## src/rtl/icp_mem_arb.sv

```systemverilog
// icp_mem_arb: two-requester memory arbiter (0 = host/loader, 1 = core).
// Round-robin on ties, one command per cycle, registered memory command
// port, and a two-deep read tag pipeline that routes returning read data
// back to its requester.
// Optional: define ICP_MEM_ARB_LOCK_EN to add i_lock[1:0] and a lock FSM
// that lets a requester own the memory for a sequence of commands.
module icp_mem_arb #(
  parameter int P_ADDR_W = 13,
  parameter int P_DATA_W = 64
) (
  input  logic                i_clk,
  input  logic                i_rst,
  input  logic [1:0]          i_req_op   [2],
  input  logic [P_ADDR_W-1:0] i_req_addr [2],
  input  logic [P_DATA_W-1:0] i_req_data [2],
`ifdef ICP_MEM_ARB_LOCK_EN
  input  logic [1:0]          i_lock,
`endif
  output logic [1:0]          o_gnt,
  output logic [1:0]          o_rvalid,
  output logic [P_DATA_W-1:0] o_rdata,
  output logic [1:0]          o_op,
  output logic [P_ADDR_W-1:0] o_addr,
  output logic [P_DATA_W-1:0] o_data,
  input  logic [P_DATA_W-1:0] i_data
);

  typedef enum logic [1:0] {
    OP_NONE  = 2'd0,
    OP_READ  = 2'd1,
    OP_WRITE = 2'd2,
    OP_RSVD  = 2'd3
  } op_e;

  logic [1:0]          act;
  logic [1:0]          elig;
  logic                gnt_any;
  logic                gnt_sel;

  logic                r_last_q, r_last_d;
  logic [1:0]          o_op_q, o_op_d;
  logic [P_ADDR_W-1:0] o_addr_q, o_addr_d;
  logic [P_DATA_W-1:0] o_data_q, o_data_d;
  logic                rd1_v_q, rd1_v_d;
  logic                rd1_id_q, rd1_id_d;
  logic                rd2_v_q, rd2_v_d;
  logic                rd2_id_q, rd2_id_d;

`ifdef ICP_MEM_ARB_LOCK_EN
  typedef enum logic [1:0] {
    LK_IDLE = 2'd0,
    LK_OWN0 = 2'd1,
    LK_OWN1 = 2'd2
  } lock_e;

  lock_e lock_q, lock_d;
`endif

  // Request qualification and grant selection (round-robin on ties)
  always_comb begin
    act = '0;
    for (int unsigned n = 0; n < 2; n++) begin
      act[n] = (i_req_op[n] == OP_READ) || (i_req_op[n] == OP_WRITE);
    end
    elig = act;
`ifdef ICP_MEM_ARB_LOCK_EN
    // An owner holding its lock excludes the other side even when idle itself
    if (lock_q == LK_OWN0 && i_lock[0]) elig = act & 2'b01;
    if (lock_q == LK_OWN1 && i_lock[1]) elig = act & 2'b10;
`endif
    gnt_any = 1'b0;
    gnt_sel = 1'b0;
    if (!i_rst) begin
      if (&elig) begin
        gnt_any = 1'b1;
        gnt_sel = ~r_last_q;
      end else if (elig[0]) begin
        gnt_any = 1'b1;
        gnt_sel = 1'b0;
      end else if (elig[1]) begin
        gnt_any = 1'b1;
        gnt_sel = 1'b1;
      end
    end
    o_gnt = gnt_any ? (2'b01 << gnt_sel) : 2'b00;
  end

  // Next-state for the memory command register and read tag pipeline
  always_comb begin
    r_last_d = r_last_q;
    o_op_d   = OP_NONE;
    o_addr_d = o_addr_q;
    o_data_d = o_data_q;
    rd1_v_d  = 1'b0;
    rd1_id_d = rd1_id_q;
    rd2_v_d  = rd1_v_q;
    rd2_id_d = rd1_id_q;
    if (gnt_any) begin
      r_last_d = gnt_sel;
      o_op_d   = i_req_op[gnt_sel];
      o_addr_d = i_req_addr[gnt_sel];
      o_data_d = i_req_data[gnt_sel];
      rd1_v_d  = (i_req_op[gnt_sel] == OP_READ);
      rd1_id_d = gnt_sel;
    end
  end

`ifdef ICP_MEM_ARB_LOCK_EN
  // Lock FSM next-state: releasing owner frees the bus in the same cycle
  always_comb begin
    lock_d = lock_q;
    if (lock_q == LK_IDLE ||
        (lock_q == LK_OWN0 && !i_lock[0]) ||
        (lock_q == LK_OWN1 && !i_lock[1])) begin
      lock_d = LK_IDLE;
      if (gnt_any && i_lock[gnt_sel]) begin
        lock_d = gnt_sel ? LK_OWN1 : LK_OWN0;
      end
    end
  end
`endif

  // State registers with synchronous reset
  always_ff @(posedge i_clk) begin
    if (i_rst) begin
      r_last_q <= 1'b1;
      o_op_q   <= OP_NONE;
      o_addr_q <= '0;
      o_data_q <= '0;
      rd1_v_q  <= 1'b0;
      rd1_id_q <= 1'b0;
      rd2_v_q  <= 1'b0;
      rd2_id_q <= 1'b0;
`ifdef ICP_MEM_ARB_LOCK_EN
      lock_q   <= LK_IDLE;
`endif
    end else begin
      r_last_q <= r_last_d;
      o_op_q   <= o_op_d;
      o_addr_q <= o_addr_d;
      o_data_q <= o_data_d;
      rd1_v_q  <= rd1_v_d;
      rd1_id_q <= rd1_id_d;
      rd2_v_q  <= rd2_v_d;
      rd2_id_q <= rd2_id_d;
`ifdef ICP_MEM_ARB_LOCK_EN
      lock_q   <= lock_d;
`endif
    end
  end

  assign o_op     = o_op_q;
  assign o_addr   = o_addr_q;
  assign o_data   = o_data_q;
  assign o_rdata  = i_data;
  assign o_rvalid = {rd2_v_q & rd2_id_q, rd2_v_q & ~rd2_id_q};

endmodule
```

## config.mk

```make
export PLATFORM = sky130hd
export DESIGN_NAME = icp_mem_arb
export DESIGN_NICKNAME = d
export VERILOG_FILES = /design/src/rtl/icp_mem_arb.sv
export SDC_FILE = /design/constraint.sdc
export NUM_CORES = 1
export LEC_CHECK = 0
export ABC_AREA = 1
export CAP_MARGIN = 20
export CORE_MARGIN = 10
export CORE_UTILIZATION = 32
export CTS_BUF_LIST = sky130_fd_sc_hd__clkbuf_2 sky130_fd_sc_hd__clkbuf_4 sky130_fd_sc_hd__clkbuf_8
export DETAILED_ROUTE_END_ITERATION = 6
export GPL_TIMING_DRIVEN = 0
export MAX_ROUTING_LAYER = met4
export PLACE_DENSITY = 0.8
export SLEW_MARGIN = 10
export SYNTH_ARGS = -nofsm -noshare
export SYNTH_HDL_FRONTEND = slang
export SYNTH_SLANG_ARGS = --single-unit
```

## constraint.sdc

```tcl
create_clock -name i_clk -period 1.1 [get_ports i_clk]
set_input_delay 0.11 -clock i_clk [delete_from_list [all_inputs] [get_ports i_clk]]
set_output_delay 0.11 -clock i_clk [all_outputs]
set_load 0.005 [all_outputs]
```

==> impl_metrics.csv, run 1 <==
group,metric,value,unit
job,maxCapViolCount,0,
floorplanning,initial_core_util,0.3261,
layout,ff_latch_area,1697,µm²
floorplanning,die_h,144.2,µm
synthesis,netlist_area,4938,µm²
cts,root_buffer,"clkbuf_8",
status,status,"finished, violations left",
setup_path,worst-path-max-fanout,3,
timing,fin_crit_sh,1.221,
route,avgViaCountPerCell,4.636,
timing,finClkSkew,0.007525,ns
place,placed_area,8237,µm²
cts,clock_sinks,84,
setup_path,crit_type,"reg2out",
layout,multi_input_area,2624,µm²
cts,htree_levels,3,
route,routed_wl,23540,µm
global_routing,grt_pass1_wl,34330,µm
timing,holdWs,0.1158,ns
setup_path,crit_buf_inv,3,
floorplanning,die_w,144.2,µm
layout,area_delta_synth_final,93.62,%
global_routing,grt_pass1_vias,6274,
route,via_count,5934,
timing,fmax,744.4,MHz
route,ant_nets,0,
synthesis,synth_nets,972,
global_routing,grt_usage,0.2189,
synthesis,syn_inst,748,
timing,max_slew_margin,0.7150,
setup_path,crit_end,"o_gnt[0]",
route,drt_iter0_drc,142,
floorplanning,std_cell_rows,45,
synthesis,synth_top_area_cell,"dfxtp_1",
route,wl_per_cell,18.39,µm
synthesis,ys_ff_latch,84,
floorplanning,die-area,20800,µm²
timing,slew_violations,0,
synthesis,yosysWarnings,0,
timing,finalSetupTns,-12.10,ns
synthesis,synth-seq-area-share,0.3405,
layout,drive_above_1_share,0.3018,
global_routing,antenna_found_initial,2,
timing,hold_viol_final,0,
cts,holdBufCountCts,0,
timing,grt_setup_unrepaired,"yes",
place,place_congestion,0.8887,
layout,nNetsFinal,1310,
layout,final_cell_mix,"clkdlybuf4s50_1 (218), inv_1 (149), buf_4 (87), nand3_1 (79), dfxtp_1 (72)",
timing,tightest_slew,0.4275,ns
timing,min_period,1.343,ns
setup_path,r2r_start,"r_last_q",
place,portBuffers,306,
global_routing,grt_max_degree,14,
setup_path,max_stage_delay,0.36,ns
setup_path,reg2regPathDepth,8,
setup_path,worstPathRequired,0.99,ns
hold_path,min_path_type,"in2reg",
power,leakage,4.622,nW
floorplanning,io_pins,371,
synthesis,syn_avg_cell_area,6.602,µm²
cts,insertion_delay,0.37,ns
setup_path,crit_start,"r_last_q",
setup_path,path_depth,6,
setup_path,crit_path_start_kind,"register",
synthesis,synth_top_cell_area_share,0.3405,
setup_path,slowest_stage,"dfxtp_2",
status,violations,"negative setup slack",
setup_path,crit_chain,"nand3_4 > nand2_8 > buf_12 > inv_6 > nor2_4 > buf_6",
floorplanning,core,15150,µm²
global_routing,grt_overflow,0,
place,hpwlAfterDp,17620,µm
synthesis,synth_area_leaders,"dfxtp_1 (34%), nand3_1 (13%), inv_1 (11%)",
layout,final_area,9562,µm²
power,vdd_ir_drop_max,0.0009723,V
synthesis,synth_cell_types,20,
route,drcViolationCount,0,
cts,clock_path_buffers,2,
setup_path,r2r_end,"o_data[28]",
layout,final_common_cell,"clkdlybuf4s50_1",
route,firstDrtPassIters,4,
cts,cts_tree,"built",
setup_path,r2r_setup_slack,-0.19,ns
cts,cts_buffers,9,
timing,setup_violations,82,
layout,fillers,1291,
timing,fin_ws,-0.2433,ns
setup_path,critPathTopFamily,"flip-flops",
cts,clkTransAtPathRegs,0.09,ns
setup_path,cp-end-kind,"output pin",
setup_path,cp.arrival,1.23,ns
power,power_density,1041,nW/µm²
-- report_power, final --
group          switching (W)  internal, W
Combinational        0.00157      0.00196
Sequential          0.000153      0.00335
Clock                0.00117      0.00175
Total                0.00289      0.00706
-- stage by stage --
| step | worst slack (ns) | std cells | util | total power (W) |
|---|---|---|---|---|
| floorplan | 0.003165 | 748 | - | 0.004757 |
| global placement | -1.051 | 1242 | 0.5438 | 0.006518 |
| detailed placement | -1.055 | 1242 | 0.5438 | 0.006558 |
| CTS | -0.2690 | 1280 | 0.6216 | 0.009881 |
| global route | -0.3135 | 1280 | 0.6313 | 0.01045 |
| finish | -0.2433 | 1280 | 0.6313 | 0.009955 |
-- worst min-delay path, stage by stage --
cell,delay (ns)
clkdlybuf4s15_2,0.21
o21ai_2,0.06
nor2_1,0.06
-- repair_timing --
action | 4_1_cts | 5_1_grt
gates cloned | 6 | 1
setup buffers | 18 | 4
pin swaps | 10 | 11
endpoints found under the setup margin | 165 | 143
resized for setup | 359 | 164
-- cells in the mapped netlist (all sizes together) --
cell type,count
dfxtp,84
nand2,119
nor2,55
nand3,134
buf,99
o31ai,1
clkbuf,11
inv,153
o21ai,69
a21boi,23
-- worst min path at each step --
| stage | start | to | slack, ns | cells past startpoint |
|---|---|---|---|---|
| 2_1_floorplan | i_rst | rd2_v_q | 0.18 | 1 |
| 3_3_place_gp | rd1_v_q | rd2_v_q | 0.40 | 2 |
| 3_5_place_dp | rd1_v_q | rd2_v_q | 0.39 | 2 |
| 4_1_cts | i_req_op[1] | o_op[1] | 0.10 | 3 |
| 5_1_grt | i_req_op[1] | o_op[1] | 0.13 | 3 |
| 6_report | i_req_op[1] | o_op[1] | 0.12 | 3 |
-- area by class of cell --
cell class                 count  share of cell area
antenna                        2           0.0005234
buffer                       109              0.1013
clock buffer                  10             0.01374
clock inverter                 5             0.01309
inverter                     153             0.06111
multi-input combinational    401              0.2744
sequential                    84              0.1774
tap                          188             0.02460
timing repair buffer         328              0.3338
-- kinds of logic (layout without fill, tap and decap cells) --
| group | after synthesis | count (layout) | synth area share |
|---|---|---|---|
| AO/OA/AOI/OAI | 93 | 93 | 0.1072 |
| buffers and inverters | 263 | 605 | 0.2787 |
| AND/OR/NAND/NOR | 308 | 308 | 0.2736 |
| other | 0 | 2 | 0 |
| flip-flops | 84 | 84 | 0.3405 |
-- state kept, by name, indices dropped and copies added (netlist names) --
name,flops
r_last_q,1
rd1_id_q,1
o_data,64
rd2_v_q,1
rd2_id_q,1
o_op,2
o_addr,13
rd1_v_q,1
-- routing by layer --
metal / share of wire / routed length (µm) / vias up / global-route usage
li1: - / - / 2908 / -
met1: 0.36 / 8375 / 2753 / 0.2160
met2: 0.52 / 12240 / 248 / 0.3920
met3: 0.11 / 2582 / 25 / 0.08691
met4: 0.015 / 344 / 0 / 0.06117
met5: 0 / 0 / - / -
No activity file was read; power rests on OpenSTA's default activity.
==> run 2: changes to the inputs <==
Settings changed: CORE_AREA set to 10 10 138 140, CORE_MARGIN 10 to unset, CORE_UTILIZATION 32 to unset, DIE_AREA set to 0 0 148 150, PLACE_DENSITY 0.8 to 0.73, REMOVE_ABC_BUFFERS set to 1.
Clock period 1.1 ns to 1.5 ns, I/O delays scaled along.
==> impl_metrics.csv, run 2 (synthesis gave the netlist of run 1 again) <==
group,metric,value,unit
timing,fin_crit_sh,0.9747,
route,wl_per_cell,21.99,µm
cts,root_buffer,"clkbuf_8",
hold_path,worstHoldPathCells,2,
hold_path,min_path_type,"in2reg",
route,drt_iter0_drc,168,
cts,insertion_delay,0.36,ns
timing,finClkSkew,0.004996,ns
timing,slew_violations,0,
layout,nNetsFinal,1150,
setup_path,crit_buf_inv,3,
timing,max_slew_margin,0.6736,
global_routing,grt_max_degree,56,
floorplanning,die_h,150,µm
job,maxCapViolCount,0,
route,avgViaCountPerCell,4.662,
setup_path,cp.arrival,1.31,ns
cts,htree_levels,3,
route,drcViolationCount,0,
setup_path,r2r_start,"r_last_q",
layout,antenna_cells,0,
setup_path,cp-end-kind,"output pin",
setup_path,slowest_stage,"dfxtp_4",
timing,tightest_slew,0.4896,ns
hold_path,holdPathEnd,"rd2_id_q",
timing,hold_viol_final,0,
layout,drive_above_1_share,0.07643,
global_routing,grt_overflow,0,
timing,setup_violations,0,
setup_path,worst-path-max-fanout,3,
route,routed_wl,25260,µm
place,portBuffers,242,
layout,final_area,7650,µm²
timing,fmax,684.0,MHz
power,power_density,817.7,nW/µm²
global_routing,grt_pass1_wl,35470,µm
route,ant_nets,0,
cts,cts_buffers,9,
setup_path,critPathTopFamily,"flip-flops",
floorplanning,die_w,148,µm
cts,clkTransAtPathRegs,0.09,ns
setup_path,crit_path_start_kind,"register",
setup_path,reg2regPathDepth,6,
power,leakage,3.605,nW
hold_path,hp-start,"i_rst",
timing,grt_setup_unrepaired,"yes",
cts,clock_sinks,84,
power,vdd_ir_drop_max,0.0003768,V
layout,final_cell_mix,"clkdlybuf4s50_1 (233), inv_1 (149), nand3_1 (132), nand2_1 (111), dfxtp_1 (82)",
place,place_congestion,0.8287,
route,firstDrtPassIters,5,
floorplanning,die-area,22200,µm²
layout,final_common_cell,"clkdlybuf4s50_1",
floorplanning,io_pins,371,
status,status,"complete, no violations",
setup_path,crit_chain,"nand3_4 > buf_16 > nand2_8 > inv_4 > nor2_2 > buf_2",
setup_path,r2r_setup_slack,0.07,ns
layout,fin_util,0.4679,
place,placed_area,6937,µm²
global_routing,grt_usage,0.2240,
setup_path,max_stage_delay,0.37,ns
global_routing,antenna_found_initial,0,
cts,clock_path_buffers,2,
global_routing,grt_pass1_vias,5298,
timing,min_period,1.462,ns
layout,area_delta_synth_final,54.90,%
floorplanning,core,16350,µm²
layout,largest_reg_flops,64,
route,via_count,5357,
setup_path,worstPathRequired,1.35,ns
place,hpwlAfterDp,16300,µm
layout,fillers,1660,
floorplanning,std_cell_rows,47,
cts,cts_tree,"built",
setup_path,crit_type,"reg2out",
floorplanning,initial_core_util,0.3021,
setup_path,r2r_end,"o_op[1]",
==> run 2: power breakdown <==
group / internal, W / switching, W
logic: 0.00114 / 0.000922
registers: 0.00245 / 0.000108
clock network: 0.000747 / 0.000886
total: 0.00434 / 0.00192
==> run 2: area by class of cell <==
type                            count  area, µm²  share of cell area
Timing Repair Buffer              268       2818              0.3683
Inverter                          153      608.1             0.07949
Multi-Input combinational cell    409       2074              0.2712
Clock buffer                        9      123.9             0.01619
Sequential cell                    84       1687              0.2205
Tap cell                          220      275.3             0.03598
Clock inverter                      5      55.05            0.007197
Timing Repair inverter              1      8.758            0.001145
==> run 2: worst reg2reg max path, cell delays in order (launching register included) <==
cell and delay [ns]:
dfxtp_4 0.36, nand3_4 0.11, buf_16 0.14, buf_6 0.25, nand2_4 0.22, o21ai_0 0.21, nor2_1 0.05
==> run 2: metrics by stage <==
stage,hold WS (ns),power (W),setup TNS (ns),worst slack [ns],std cells
finish,0.1838,0.006255,0,0.03796,1149
floorplan,0.2212,0.003235,-71.21,-1.022,638
global route,0.1719,0.006640,-0.03894,-0.03557,1149
detailed placement,0.3000,0.004354,-126.72,-2.023,1104
global placement,0.3000,0.004301,-215.64,-3.211,1100
CTS,0.2323,0.006325,0,0.001321,1148
==> run 2: how the worst max path moves through the flow <==
stage / cells after the start / startpoint / slack, ns / to
3_3_place_gp: 8 / i_req_op[2] / -3.21 / o_gnt[0]
5_1_grt: 6 / r_last_q / -0.04 / o_gnt[0]
4_1_cts: 6 / r_last_q / 0.001 / o_gnt[0]
2_1_floorplan: 5 / r_last_q / -1.02 / o_addr[11]
3_5_place_dp: 9 / i_req_op[2] / -2.02 / o_data[54]
6_report: 6 / r_last_q / 0.04 / o_gnt[0]
==> run 2: metal layers <==
metal	GRT usage	wire, µm
met5	-	0
met4	0.05451	262
met3	0.1646	4026
met2	0.3027	10200
met1	0.2576	10770
==> run 2: what timing repair did <==
item,4_1_cts,5_1_grt
hold buffers,0,0
setup buffers,17,0
gates resized for setup,41,9
endpoints found under the setup margin,85,59
pin swaps,7,3
cloned,13,2
==> RTL edit 1 (config.mk and constraints of run 2) <==
Change the parameter `P_ADDR_W` from 13 to 12.
--- a/src/rtl/icp_mem_arb.sv
+++ b/src/rtl/icp_mem_arb.sv
@@ -7,3 +7,3 @@
 module icp_mem_arb #(
-  parameter int P_ADDR_W = 13,
+  parameter int P_ADDR_W = 12,
   parameter int P_DATA_W = 64
Interface: changed (resized i_req_addr and o_addr); port bits go from 371 to 368. The function was not compared with the original's and may differ.
==> RTL edit 1 against run 2 <==
- routed wire length up 1.9%
- maximum frequency up 2.8%
- setup slack better by 39 ps
- sequential cell count fell by 1
- sequential share of layout area about the same
- final area decreased by 1.1%
- area after synthesis shrank 0.43%
- utilization is 0.53 points lower
- total power up 0.95%
- critical endpoint unchanged
- highest routed layer unchanged
==> RTL edit 1: results <==
[critical_path]
rr_worst_depth = 7
crit_path_max_fanout = 6
r2r_setup_slack_ps = 110
reg2reg_to = "o_data[31]$_SDFFE_PP0P_"
cp.arrival_ps = 1270

[routing]
met3_length_um = 4690
drt_iter0_markers = 261
wl_met1_um = 9300
met2_length_um = 11300
dr.pass1.iters = 6
vias = 5416
wl_per_cell_um = 22.3

[timing]
timing.hold.ws_ps = 151
fin_worst_skew_ps = 9.17
relSlewSlack_pct = 66.3

[final_layout]
drive_gt1_share_pct = 7.05
final_net_count = 1153
utilization_pct = 46.3

[global_route]
use_met2_pct = 32.7
grt_pass1_vias = 4982
grtUsageMet3_pct = 18.2
met1_usage_pct = 21.9
grt_start_max_net_pins = 78

[run_status]
outcome = "completed"

[place]
placed_cells = 1117
place_ws_ps = -1370
globalplace.congestion = 0.835
dpl_cell_area_um2 = 6930
io_buffers = 239

[worst_hold_path]
holdPathEnd = "rd2_v_q$_SDFF_PP0_"

[synthesis]
synthCells = 772
synthTopCellsByArea = "dfxtp_1 34%, nor2_1 12%, buf_4 11%"
yosysSeqAreaShare_pct = 33.8
yosysUniqueCellTypes = 19
synth_common_cells = "160 x nor2_1, 83 x dfxtp_1, 83 x inv_1, 82 x nand2_1, 77 x nand3_1"

[power]
p_leak_nw = 3.34
p_int_mw = 4.40
-- RTL edit 1: worst max-delay path by stage --
stage | from | end | slack (ps)
3_3_place_gp | i_req_op[1] | o_gnt[1] | -2850
6_report | r_last_q$_SDFFE_PP1P_ | o_gnt[0] | 80
5_1_grt | i_rst | o_data[43]$_SDFFE_PP0P_ | -10
2_1_floorplan | i_req_op[0] | o_op[0]$_SDFF_PP0_ | -1050
4_1_cts | r_last_q$_SDFFE_PP1P_ | o_gnt[1] | 7
3_5_place_dp | i_req_op[2] | o_data[41]$_SDFFE_PP0P_ | -1370
-- RTL edit 1: final cells by class --
type / count / area share, %
Multi-Input combinational cell: 487 / 29.8
Timing Repair inverter: 1 / 0.116
Sequential cell: 83 / 22.0
Timing Repair Buffer: 262 / 36.9
Antenna cell: 1 / 0.0331
Clock inverter: 4 / 0.662
Tap cell: 220 / 3.64
Clock buffer: 12 / 2.02
Inverter: 87 / 4.86
-- RTL edit 1: cells by family after synthesis --
family                 after synthesis
AOI/OAI and AO/OA                  155
buffers and inverters              207
DFF                                 83
and+or+nand+nor                    327
-- RTL edit 1: critical path: stages, from the launching register on --
cell and delay [ps]:
dfxtp_4 370, nand3_4 110, buf_16 160, nand2_8 70, inv_4 40, nor2_2 60
buf_2 120
-- RTL edit 1: power by group through the flow --
stage	clock, mW	sequential [mW]	combinational [mW]
floorplan	0	2.58	0.676
global placement	0	2.55	1.75
detailed placement	0	2.56	1.81
CTS	1.77	2.51	2.08
global route	1.88	2.54	2.27
finish	1.71	2.51	2.09
-- RTL edit 1: repair_timing --
action | in CTS | in global routing
cloned | 11 | 1
endpoints found under the hold margin | 0 | 0
setup buffers | 11 | 1
resized for setup | 41 | 9
endpoints found under the setup margin | 85 | 45
hold buffers | 0 | 0
pin swaps | 5 | 1
==> RTL edit 2 (flow settings as in run 2) <==
Without the edit above. `o_addr_q` no longer has a reset.
--- a/src/rtl/icp_mem_arb.sv
+++ b/src/rtl/icp_mem_arb.sv
@@ -127,3 +127,2 @@
       o_op_q   <= OP_NONE;
-      o_addr_q <= '0;
       o_data_q <= '0;
@@ -139,3 +138,2 @@
       o_op_q   <= o_op_d;
-      o_addr_q <= o_addr_d;
       o_data_q <= o_data_d;
@@ -151,2 +149,6 @@
 
+  always_ff @(posedge i_clk) begin
+    o_addr_q <= o_addr_d;
+  end
+
   assign o_op     = o_op_q;
Check against the original RTL: differs if i_rst is asserted again (counterexample within 4 cycles, from zero or initial values and one cycle with i_rst high); with i_rst held inactive, the same outputs for 10 cycles.
==> RTL edit 2 against run 2 <==
- setup slack improved by 16 ps
- sequential cell count unchanged
- total power decreased by 4.7%
- routed wire length increased by 4.2%
- final area decreased by 11%
- area after synthesis decreased by 16%
- first-iteration DRC count increased by 27%
- utilization decreased by 5.2 points
- critical endpoint unchanged
- largest cell class unchanged
- highest routed layer unchanged
==> RTL edit 2: results <==
[timing]
relSlewSlack_pct = 59.9
fin_worst_skew_ps = 15.0
hold_violations = 0

[clock_tree]
root_buffer = "clkbuf_8"
clk_latency_ps = 370
htreeDepth = 3
clock_path_buffers = 2

[synthesis]
synthTopCellsByArea = "dfxtp_1 34%, nand2_1 14%, buf_4 12%"
yosysWarningCount = 0
synth_common_cells = "154 x nand2_1, 76 x o21ai_0, 71 x dfxtp_1, 64 x buf_4, 60 x inv_1"
synth_edf_count = 13
yosysUniqueCellTypes = 19
async_flop_share_pct = 0
yosysSeqAreaShare_pct = 43.8

[critical_path]
crit_path_max_fanout = 5
path_delay_family = "flip-flops"
crit_slowest_cell = "dfxtp_2"
cp.arrival_ps = 1300
cpPeakStageDelay_ps = 360

[routing]
dr.pass1.iters = 4
vias = 4255
wl_um = 26300
drt_iter0_markers = 213

[final_layout]
final_net_count = 975
antenna_cells = 0
drive_gt1_share_pct = 7.54
largest_register_ffs = 64

[global_route]
grt_usage_pct = 23.4
grt_start_max_net_pins = 43
grt_pass1_vias = 4075
grt_first_pass_wirelength_um = 34700

[power]
ir_drop_v = 0.000577
p_leak_nw = 2.97

[worst_hold_path]
min_path_type = "input pin to flop"

[run_status]
outcome = "completed"

[place]
dp_hpwl_um = 20500
io_buffers = 242
globalplace.congestion = 0.907
RTL edit 2: cell types whose count changed after synthesis, sizes merged, moves of 10 or more:
cell	run 2	this run
a21oi	0	43
nor2	55	30
edfxtp	0	13
dfxtp	84	71
a21boi	23	0
buf	99	89
nand2	119	157
nand3	134	17
o21ai	69	79
inv	153	61
RTL edit 2: timing repair:
item / in CTS / in global routing
gates cloned: 7 / 0
gates resized for setup: 35 / 6
setup endpoints to repair: 97 / 55
pin swaps: 8 / 2
buffers inserted: 13 / 2
RTL edit 2: metal layers:
metal / global-route usage (%) / vias to the layer above / wire (um)
li1: - / 2086 / -
met1: 16.7 / 1901 / 6960
met2: 38.9 / 250 / 13000
met3: 23.9 / 18 / 5790
met4: 6.79 / 0 / 590
met5: - / - / 0
RTL edit 2: kinds of logic after synthesis:
group | count (synthesis) | synth area share [%]
buffers and inverters | 156 | 21.2
AND/OR/NAND/NOR | 204 | 19.9
flip-flops | 84 | 43.8
AO/OA/AOI/OAI | 124 | 15.1
RTL edit 2: final timing paths:
check	from	to	slack, ps	cells after the start
max	r_last_q$_SDFFE_PP1P_	o_gnt[0]	50	6
min	i_rst	rd2_v_q$_SDFF_PP0_	190	2
max reg2reg	r_last_q$_SDFFE_PP1P_	o_addr[11]$_DFFE_PP_	60	8
min reg2reg	rd1_v_q$_SDFF_PP0_	rd2_v_q$_SDFF_PP0_	410	2
RTL edit 2: through the flow:
stage          hold WS, ps  area (um^2)  cells  setup WS, ps  utilization, %
5_1_grt                184         6810    976         -22.3            41.6
3_3_place_gp           300         6180    935         -3110            37.8
2_1_floorplan          219         3490    473          -860               -
4_1_cts                181         6790    974          12.1            41.5
6_report               190         6810    976          54.4            41.6
3_5_place_dp           300         6270    938         -1740            38.3
RTL edit 2: layout make-up:
class,instances,area [um^2]
fillers,1655,9540
repair inverters,1,8.76
well taps,220,275
clock inverters,6,80.1
inverters,61,248
repair buffers,263,2710
multi-input cells,331,1550
flip-flops and latches,84,1810
clock buffers,10,131
RTL edit 2: where the power goes:
| group | switching, mW | internal [mW] |
|---|---|---|
| clock | 0.863 | 0.944 |
| sequential | 0.0928 | 2.50 |
| combinational | 0.637 | 0.928 |
| total | 1.59 | 4.37 |
